File: config.mk
export PLATFORM = sky130hd
export DESIGN_NAME = adder_rr_arbiter_flat
export DESIGN_NICKNAME = d
export VERILOG_FILES = /design/src/rtl/adder_rr_arbiter_if.sv /design/src/rtl/adder_rr_arbiter.sv /design/src/flat_wrapper.sv
export SDC_FILE = /design/constraint.sdc
export NUM_CORES = 1
export LEC_CHECK = 0
export CAP_MARGIN = 5
export CORE_MARGIN = 2
export CORE_UTILIZATION = 40
export DETAILED_ROUTE_END_ITERATION = 6
export GPL_TIMING_DRIVEN = 0
export PLACE_DENSITY_LB_ADDON = 0.05
export SYNTH_ARGS = -nofsm -noshare
export SYNTH_HDL_FRONTEND = slang
export SYNTH_SLANG_ARGS = --single-unit
File: constraint.sdc
create_clock -name clk -period 4.75 [get_ports clk]
set_input_delay 0.95 -clock clk [delete_from_list [all_inputs] [get_ports clk]]
set_output_delay 0.95 -clock clk [all_outputs]
set_load 0.1 [all_outputs]
File: src/rtl/adder_rr_arbiter_if.sv
// Requester/consumer bundle for the shared-adder round-robin arbiter.
// The master side belongs to the requester front-ends and the result consumer.
// The slave side belongs to the arbiter.
interface adder_rr_arbiter_if #(
   parameter int NUM_REQ = 4
);
   localparam int ID_W = $clog2(NUM_REQ);

   logic [NUM_REQ-1:0]   req_valid;
   logic [4*NUM_REQ-1:0] req_a;
   logic [4*NUM_REQ-1:0] req_b;
   logic [NUM_REQ-1:0]   req_ready;
   logic                 rsp_valid;
   logic [4:0]           rsp_sum;
   logic [ID_W-1:0]      rsp_id;
   logic                 rsp_ready;

   modport master (
      output req_valid, req_a, req_b, rsp_ready,
      input  req_ready, rsp_valid, rsp_sum, rsp_id
   );

   modport slave (
      input  req_valid, req_a, req_b, rsp_ready,
      output req_ready, rsp_valid, rsp_sum, rsp_id
   );
endinterface

File: src/rtl/adder_rr_arbiter.sv
// Round-robin arbiter that shares one 4-bit ripple adder between NUM_REQ
// requesters. Each result sits in a single output register, tagged with the
// requester index. A drain and a refill can happen in the same cycle, which
// gives one result per cycle.

// 4-bit ripple-carry adder with carry-in tied low; bit 4 of the sum is the carry out.
module adder_rr_ripple4 (
   input  logic [3:0] i_a,
   input  logic [3:0] i_b,
   output logic [4:0] o_sum
);
   logic [4:0] w_carry;

   assign w_carry[0] = 1'b0;

   genvar gi;
   generate
      for (gi = 0; gi < 4; gi++) begin : g_fa
         assign o_sum[gi]     = i_a[gi] ^ i_b[gi] ^ w_carry[gi];
         assign w_carry[gi+1] = (i_a[gi] & i_b[gi]) | (w_carry[gi] & (i_a[gi] ^ i_b[gi]));
      end
   endgenerate

   assign o_sum[4] = w_carry[4];
endmodule

module adder_rr_arbiter #(
   parameter int NUM_REQ = 4,
   localparam int ID_W   = $clog2(NUM_REQ)
) (
   input logic                 clk,
   input logic                 rst_n,
   adder_rr_arbiter_if.slave   bus
);
   localparam logic [0:0] ST_EMPTY = 1'b0;
   localparam logic [0:0] ST_FULL  = 1'b1;

   logic [0:0]            r_state;
   logic [ID_W-1:0]       r_rr_ptr;
   logic [4:0]            r_sum;
   logic [ID_W-1:0]       r_id;
   logic                  r_init_done;

   logic                  w_can_issue;
   logic [2*NUM_REQ-1:0]  w_valid_dbl;
   logic [2*NUM_REQ-1:0]  w_valid_shift;
   logic [NUM_REQ-1:0]    w_valid_rot;
   logic                  w_found;
   logic [ID_W-1:0]       w_off;
   logic [ID_W:0]         w_idx_sum;
   logic [ID_W-1:0]       w_gnt_idx;
   logic                  w_grant;
   logic [ID_W-1:0]       w_ptr_next;
   logic [3:0]            w_op_a_arr [NUM_REQ];
   logic [3:0]            w_op_b_arr [NUM_REQ];
   logic [3:0]            w_op_a;
   logic [3:0]            w_op_b;
   logic [4:0]            w_adder_sum;

   // A new pair may be taken when the output register is free or is being drained.
   // The first cycle after reset release never issues.
   assign w_can_issue = r_init_done & ((r_state == ST_EMPTY) | bus.rsp_ready);

   // Rotate the request vector so that bit 0 is the requester at rr_ptr.
   assign w_valid_dbl   = {bus.req_valid, bus.req_valid};
   assign w_valid_shift = w_valid_dbl >> r_rr_ptr;
   assign w_valid_rot   = w_valid_shift[NUM_REQ-1:0];

   // Pick the lowest rotated offset with a pending request.
   always_comb begin
      w_found = 1'b0;
      w_off   = '0;
      for (int k = NUM_REQ - 1; k >= 0; k--) begin
         if (w_valid_rot[k]) begin
            w_found = 1'b1;
            w_off   = ID_W'(k);
         end
      end
   end

   // Map the rotated offset back to an absolute requester index (mod NUM_REQ).
   assign w_idx_sum = {1'b0, r_rr_ptr} + {1'b0, w_off};
   assign w_gnt_idx = (w_idx_sum >= (ID_W+1)'(NUM_REQ))
                    ? ID_W'(w_idx_sum - (ID_W+1)'(NUM_REQ))
                    : w_idx_sum[ID_W-1:0];
   assign w_grant   = w_found & w_can_issue;

   assign w_ptr_next = (w_gnt_idx == ID_W'(NUM_REQ - 1)) ? '0 : w_gnt_idx + ID_W'(1);

   // Split the operand buses per requester and drive the one-hot ready vector.
   genvar gi;
   generate
      for (gi = 0; gi < NUM_REQ; gi++) begin : g_req
         assign w_op_a_arr[gi]   = bus.req_a[4*gi +: 4];
         assign w_op_b_arr[gi]   = bus.req_b[4*gi +: 4];
         assign bus.req_ready[gi] = w_grant & (w_gnt_idx == ID_W'(gi));
      end
   endgenerate

   assign w_op_a = w_op_a_arr[w_gnt_idx];
   assign w_op_b = w_op_b_arr[w_gnt_idx];

   adder_rr_ripple4 u_adder (
      .i_a   (w_op_a),
      .i_b   (w_op_b),
      .o_sum (w_adder_sum)
   );

   // Output register, occupancy state and round-robin pointer.
   always_ff @(posedge clk or negedge rst_n) begin
      if (!rst_n) begin
         r_state     <= ST_EMPTY;
         r_rr_ptr    <= '0;
         r_sum       <= '0;
         r_id        <= '0;
         r_init_done <= 1'b0;
      end else begin
         r_init_done <= 1'b1;
         if (w_grant) begin
            r_state  <= ST_FULL;
            r_sum    <= w_adder_sum;
            r_id     <= w_gnt_idx;
            r_rr_ptr <= w_ptr_next;
         end else if ((r_state == ST_FULL) && bus.rsp_ready) begin
            r_state <= ST_EMPTY;
         end
      end
   end

   assign bus.rsp_valid = (r_state == ST_FULL);
   assign bus.rsp_sum   = r_sum;
   assign bus.rsp_id    = r_id;
endmodule
File: src/flat_wrapper.sv
// flat-port wrapper written by rule: the top's interface ports become plain ports
module adder_rr_arbiter_flat 
#(
   parameter int NUM_REQ = 4,
   localparam int ID_W   = $clog2(NUM_REQ)
)
  (clk, rst_n, bus_req_valid, bus_req_a, bus_req_b, bus_rsp_ready, bus_req_ready, bus_rsp_valid, bus_rsp_sum, bus_rsp_id);
  adder_rr_arbiter_if #(.NUM_REQ(NUM_REQ)) bus_i ();
  input logic clk;
  input logic rst_n;
  input wire logic [$bits(bus_i.req_valid)-1:0] bus_req_valid;
  input wire logic [$bits(bus_i.req_a)-1:0] bus_req_a;
  input wire logic [$bits(bus_i.req_b)-1:0] bus_req_b;
  input wire logic [$bits(bus_i.rsp_ready)-1:0] bus_rsp_ready;
  output wire logic [$bits(bus_i.req_ready)-1:0] bus_req_ready;
  output wire logic [$bits(bus_i.rsp_valid)-1:0] bus_rsp_valid;
  output wire logic [$bits(bus_i.rsp_sum)-1:0] bus_rsp_sum;
  output wire logic [$bits(bus_i.rsp_id)-1:0] bus_rsp_id;
  assign bus_i.req_valid = bus_req_valid;
  assign bus_i.req_a = bus_req_a;
  assign bus_i.req_b = bus_req_b;
  assign bus_i.rsp_ready = bus_rsp_ready;
  assign bus_req_ready = bus_i.req_ready;
  assign bus_rsp_valid = bus_i.rsp_valid;
  assign bus_rsp_sum = bus_i.rsp_sum;
  assign bus_rsp_id = bus_i.rsp_id;
  adder_rr_arbiter #(.NUM_REQ(NUM_REQ)) u_core (.clk(clk), .rst_n(rst_n), .bus(bus_i));
endmodule
==> impl_metrics.py <==
metrics = {
    "layout": {
        "antenna_cells": 0,
        "final_common_cell": "clkdlybuf4s50_1",
        "syn_to_final_growth_pct": 55.9,
        "fin_nets": 213,
        "layout-drive-gt1-share_pct": 10.4,
        "final_cell_mix": "45 x clkdlybuf4s50_1, 22 x mux2i_1, 21 x nand2_1",
    },
    "clock_tree": {
        "cts_tree": "done",
        "root_buffer": "clkbuf_4",
        "clock_sink_count": 11,
        "postCtsHoldBufs": 0,
        "worstSkewPairLatency_ns": 0.27,
        "cts-buffers-inserted": 3,
        "cts_buffer_depth": 2,
        "clkTransAtPathRegs_ns": 0.07,
        "cts-htree-levels": 1,
    },
    "sta": {
        "holdWs_ns": 0.480,
        "finClkSkew_ns": 0.00362,
        "grt_setup_unrepaired": "false",
        "maxSlewViolCount": 0,
        "maxSlewHeadroom_pct": 34.9,
        "finalCriticalPeriod_ns": 4.54,
        "hold_violations": 0,
        "finalSetupViolations": 0,
        "fin_crit_sh_pct": 95.6,
        "tightest_slew_ns": 0.974,
        "max_freq_ghz": 0.220,
        "setup_slack_ns": 0.208,
    },
    "grt": {
        "grt_max_degree": 19,
        "grt_overflow": 0,
        "track_usage_pct": 16.8,
        "grt_util_met2_pct": 30.9,
        "use_met3_pct": 2.46,
        "grt_pass1_wl_um": 3560,
        "grt_pass1_vias": 849,
        "grt_busiest_layer": "met2",
        "met1_usage_pct": 18.3,
        "antenna_found_initial": 0,
    },
    "hold_path": {
        "hold_class": "reg2reg",
    },
    "logic_synthesis": {
        "synth_compound_area_share_pct": 8.28,
        "synth_xor_area_share_pct": 1.73,
        "synth_top_family_by_area": "multiplexers",
        "synth_seq_cells": 11,
        "yosys_warnings": 0,
        "synth-simple-area-share_pct": 17.2,
        "syn_inst": 110,
        "syn-cell-area_sq_um": 1010,
        "synthMuxAreaShare_pct": 26.9,
        "yosys.area_share.adder_pct": 13.3,
        "synth.distinct_cells": 28,
        "synth_seq_area_share_pct": 27.2,
        "syn_nets": 158,
        "syn_area_per_cell_sq_um": 9.20,
    },
    "placed_design": {
        "pre_cts_slack_ns": -1.01,
        "place.gp.congestion": 0.745,
        "dpl.hpwl_um": 1840,
        "port_buffers": 50,
    },
    "route": {
        "routed_wl_um": 2170,
        "via_per_inst": 4.87,
        "wire_per_inst_um": 11.2,
        "ant_nets": 0,
        "drc": 0,
        "dr.pass1.iters": 4,
        "drtIter0Drc": 10,
        "vias": 945,
    },
    "floorplan": {
        "start_util_pct": 41.6,
        "die_x_um": 54.3,
        "die_h_um": 54.3,
        "pin_count": 51,
        "core_area_sq_um": 2430,
        "rows": 18,
        "fp.dieArea_sq_um": 2950,
    },
    "worst_setup_path": {
        "critical_path.max_fanout": 11,
        "cp_data_arrival_time_ns": 3.59,
        "endpoint_kind": "primary output",
        "crit_path_start_kind": "input pin",
        "crit_type": "in2out",
        "slowest_delay_ns": 0.62,
        "crit_slowest_cell": "clkdlybuf4s50_1",
        "crit_path_cell_trace": "clkdlybuf4s50_1 -> nand2b_1 -> o22ai_1 -> o21ai_0 -> o221ai_1 -> ha_1 -> xnor2_1 -> xnor2_1 -> buf_6 -> inv_1 -> ha_1 -> and2_1 -> buf_2",
        "crit_required_ns": 3.80,
    },
    "outcome": {
        "status": "complete, no violations",
    },
    "run": {
        "maxCapViolCount": 0,
    },
}
-- final timing paths --
kind / from / endpoint / slack, ns / depth (start not counted)
max: bus_req_valid[0] / bus_req_ready[1] / 0.21 / 13
min: u_core.bus.rsp_sum[1] / u_core.bus.rsp_sum[1] / 0.48 / 2
max reg2reg: u_core.r_rr_ptr[0] / u_core.bus.rsp_sum[3] / 0.98 / 16
min reg2reg: u_core.bus.rsp_sum[1] / u_core.bus.rsp_sum[1] / 0.48 / 2
max in group asynchronous: rst_n / u_core.bus.rsp_sum[3] / 3.40 / 1
min in group asynchronous: rst_n / u_core.bus.rsp_id[0] / 1.01 / 1
-- final cells by class --
class,instances,area [sq um]
clock buffer,4,26.3
sequential,11,275
inverter,3,11.3
tap,30,37.5
fill,220,855
multi-input combinational,89,687
timing repair buffer,51,495
buffer,6,45.0
-- critical path, delay by kind of cell --
family | cells | cell delay (ns)
buffers and inverters | 4 | 1.19
AO/OA/AOI/OAI | 3 | 0.41
adder cells (fa/ha/maj) | 2 | 0.39
XOR/XNOR | 2 | 0.37
AND/OR/NAND/NOR | 2 | 0.28
-- synth_stat cells --
cell      count  area share [%]
mux2i_1      22              22
nand2_1      21             7.8
dfrtp_1      11              27
ha_1          6             7.4
o21ai_0       5             2.5
and2_1        4             2.5
buf_2         4             2.0
nand2b_1      4             2.5
nor2_1        4             1.5
fa_1          3             5.9
inv_1         3             1.1
nor2b_1       3             1.9
mux2_2        2             2.2
mux2_4        2             3.0
o22ai_1       2             1.2
xnor2_1       2             1.7
a21oi_1       1            0.49
a22oi_1       1            0.74
a32oi_1       1            0.87
buf_1         1            0.37
buf_6         1             1.1
clkbuf_1      1            0.37
conb_1        1            0.37
nor3_1        1            0.49
o221ai_1      1            0.87
o31ai_1       1            0.74
o41ai_1       1            0.87
or2_1         1            0.62
-- metal layers --
metal	routed length [um]	up-vias
met3	110	2
met2	1170	30
met4	22	0
li1	-	482
met5	0	-
met1	872	431
-- sequential cells by signal (all words and copies together), names as in the netlist --
register	cells
u_core.r_rr_ptr	2
u_core.bus.rsp_valid	1
u_core.bus.rsp_id	2
u_core.bus.rsp_sum	5
u_core.r_init_done	1
-- what timing repair did --
action                     CTS  global route
cloned                       0             0
setup buffers                0             1
gates resized for setup     17             9
pin swaps                    0             1
setup endpoints to repair    6             5
-- cells by family after synthesis --
family / after synthesis
AOI/OAI and AO/OA: 13
muxes: 26
adders and majority gates: 9
other: 1
and+or+nand+nor: 38
xor gates and xnor gates: 2
buffers and inverters: 10
DFF: 11
-- stage by stage --
stage          instance area, sq um  setup TNS, ns  cells  util [%]
2_1_floorplan                  1010              0    110         -
3_3_place_gp                   1550          -3.48    190      63.7
3_5_place_dp                   1550          -4.23    190      63.7
4_1_cts                        1570              0    193      64.5
5_1_grt                        1580              0    194      64.9
6_report                       1580              0    194      64.9
Power is not shown: default switching activity piles up to over one toggle a cycle in this logic, so the estimate is an artifact.
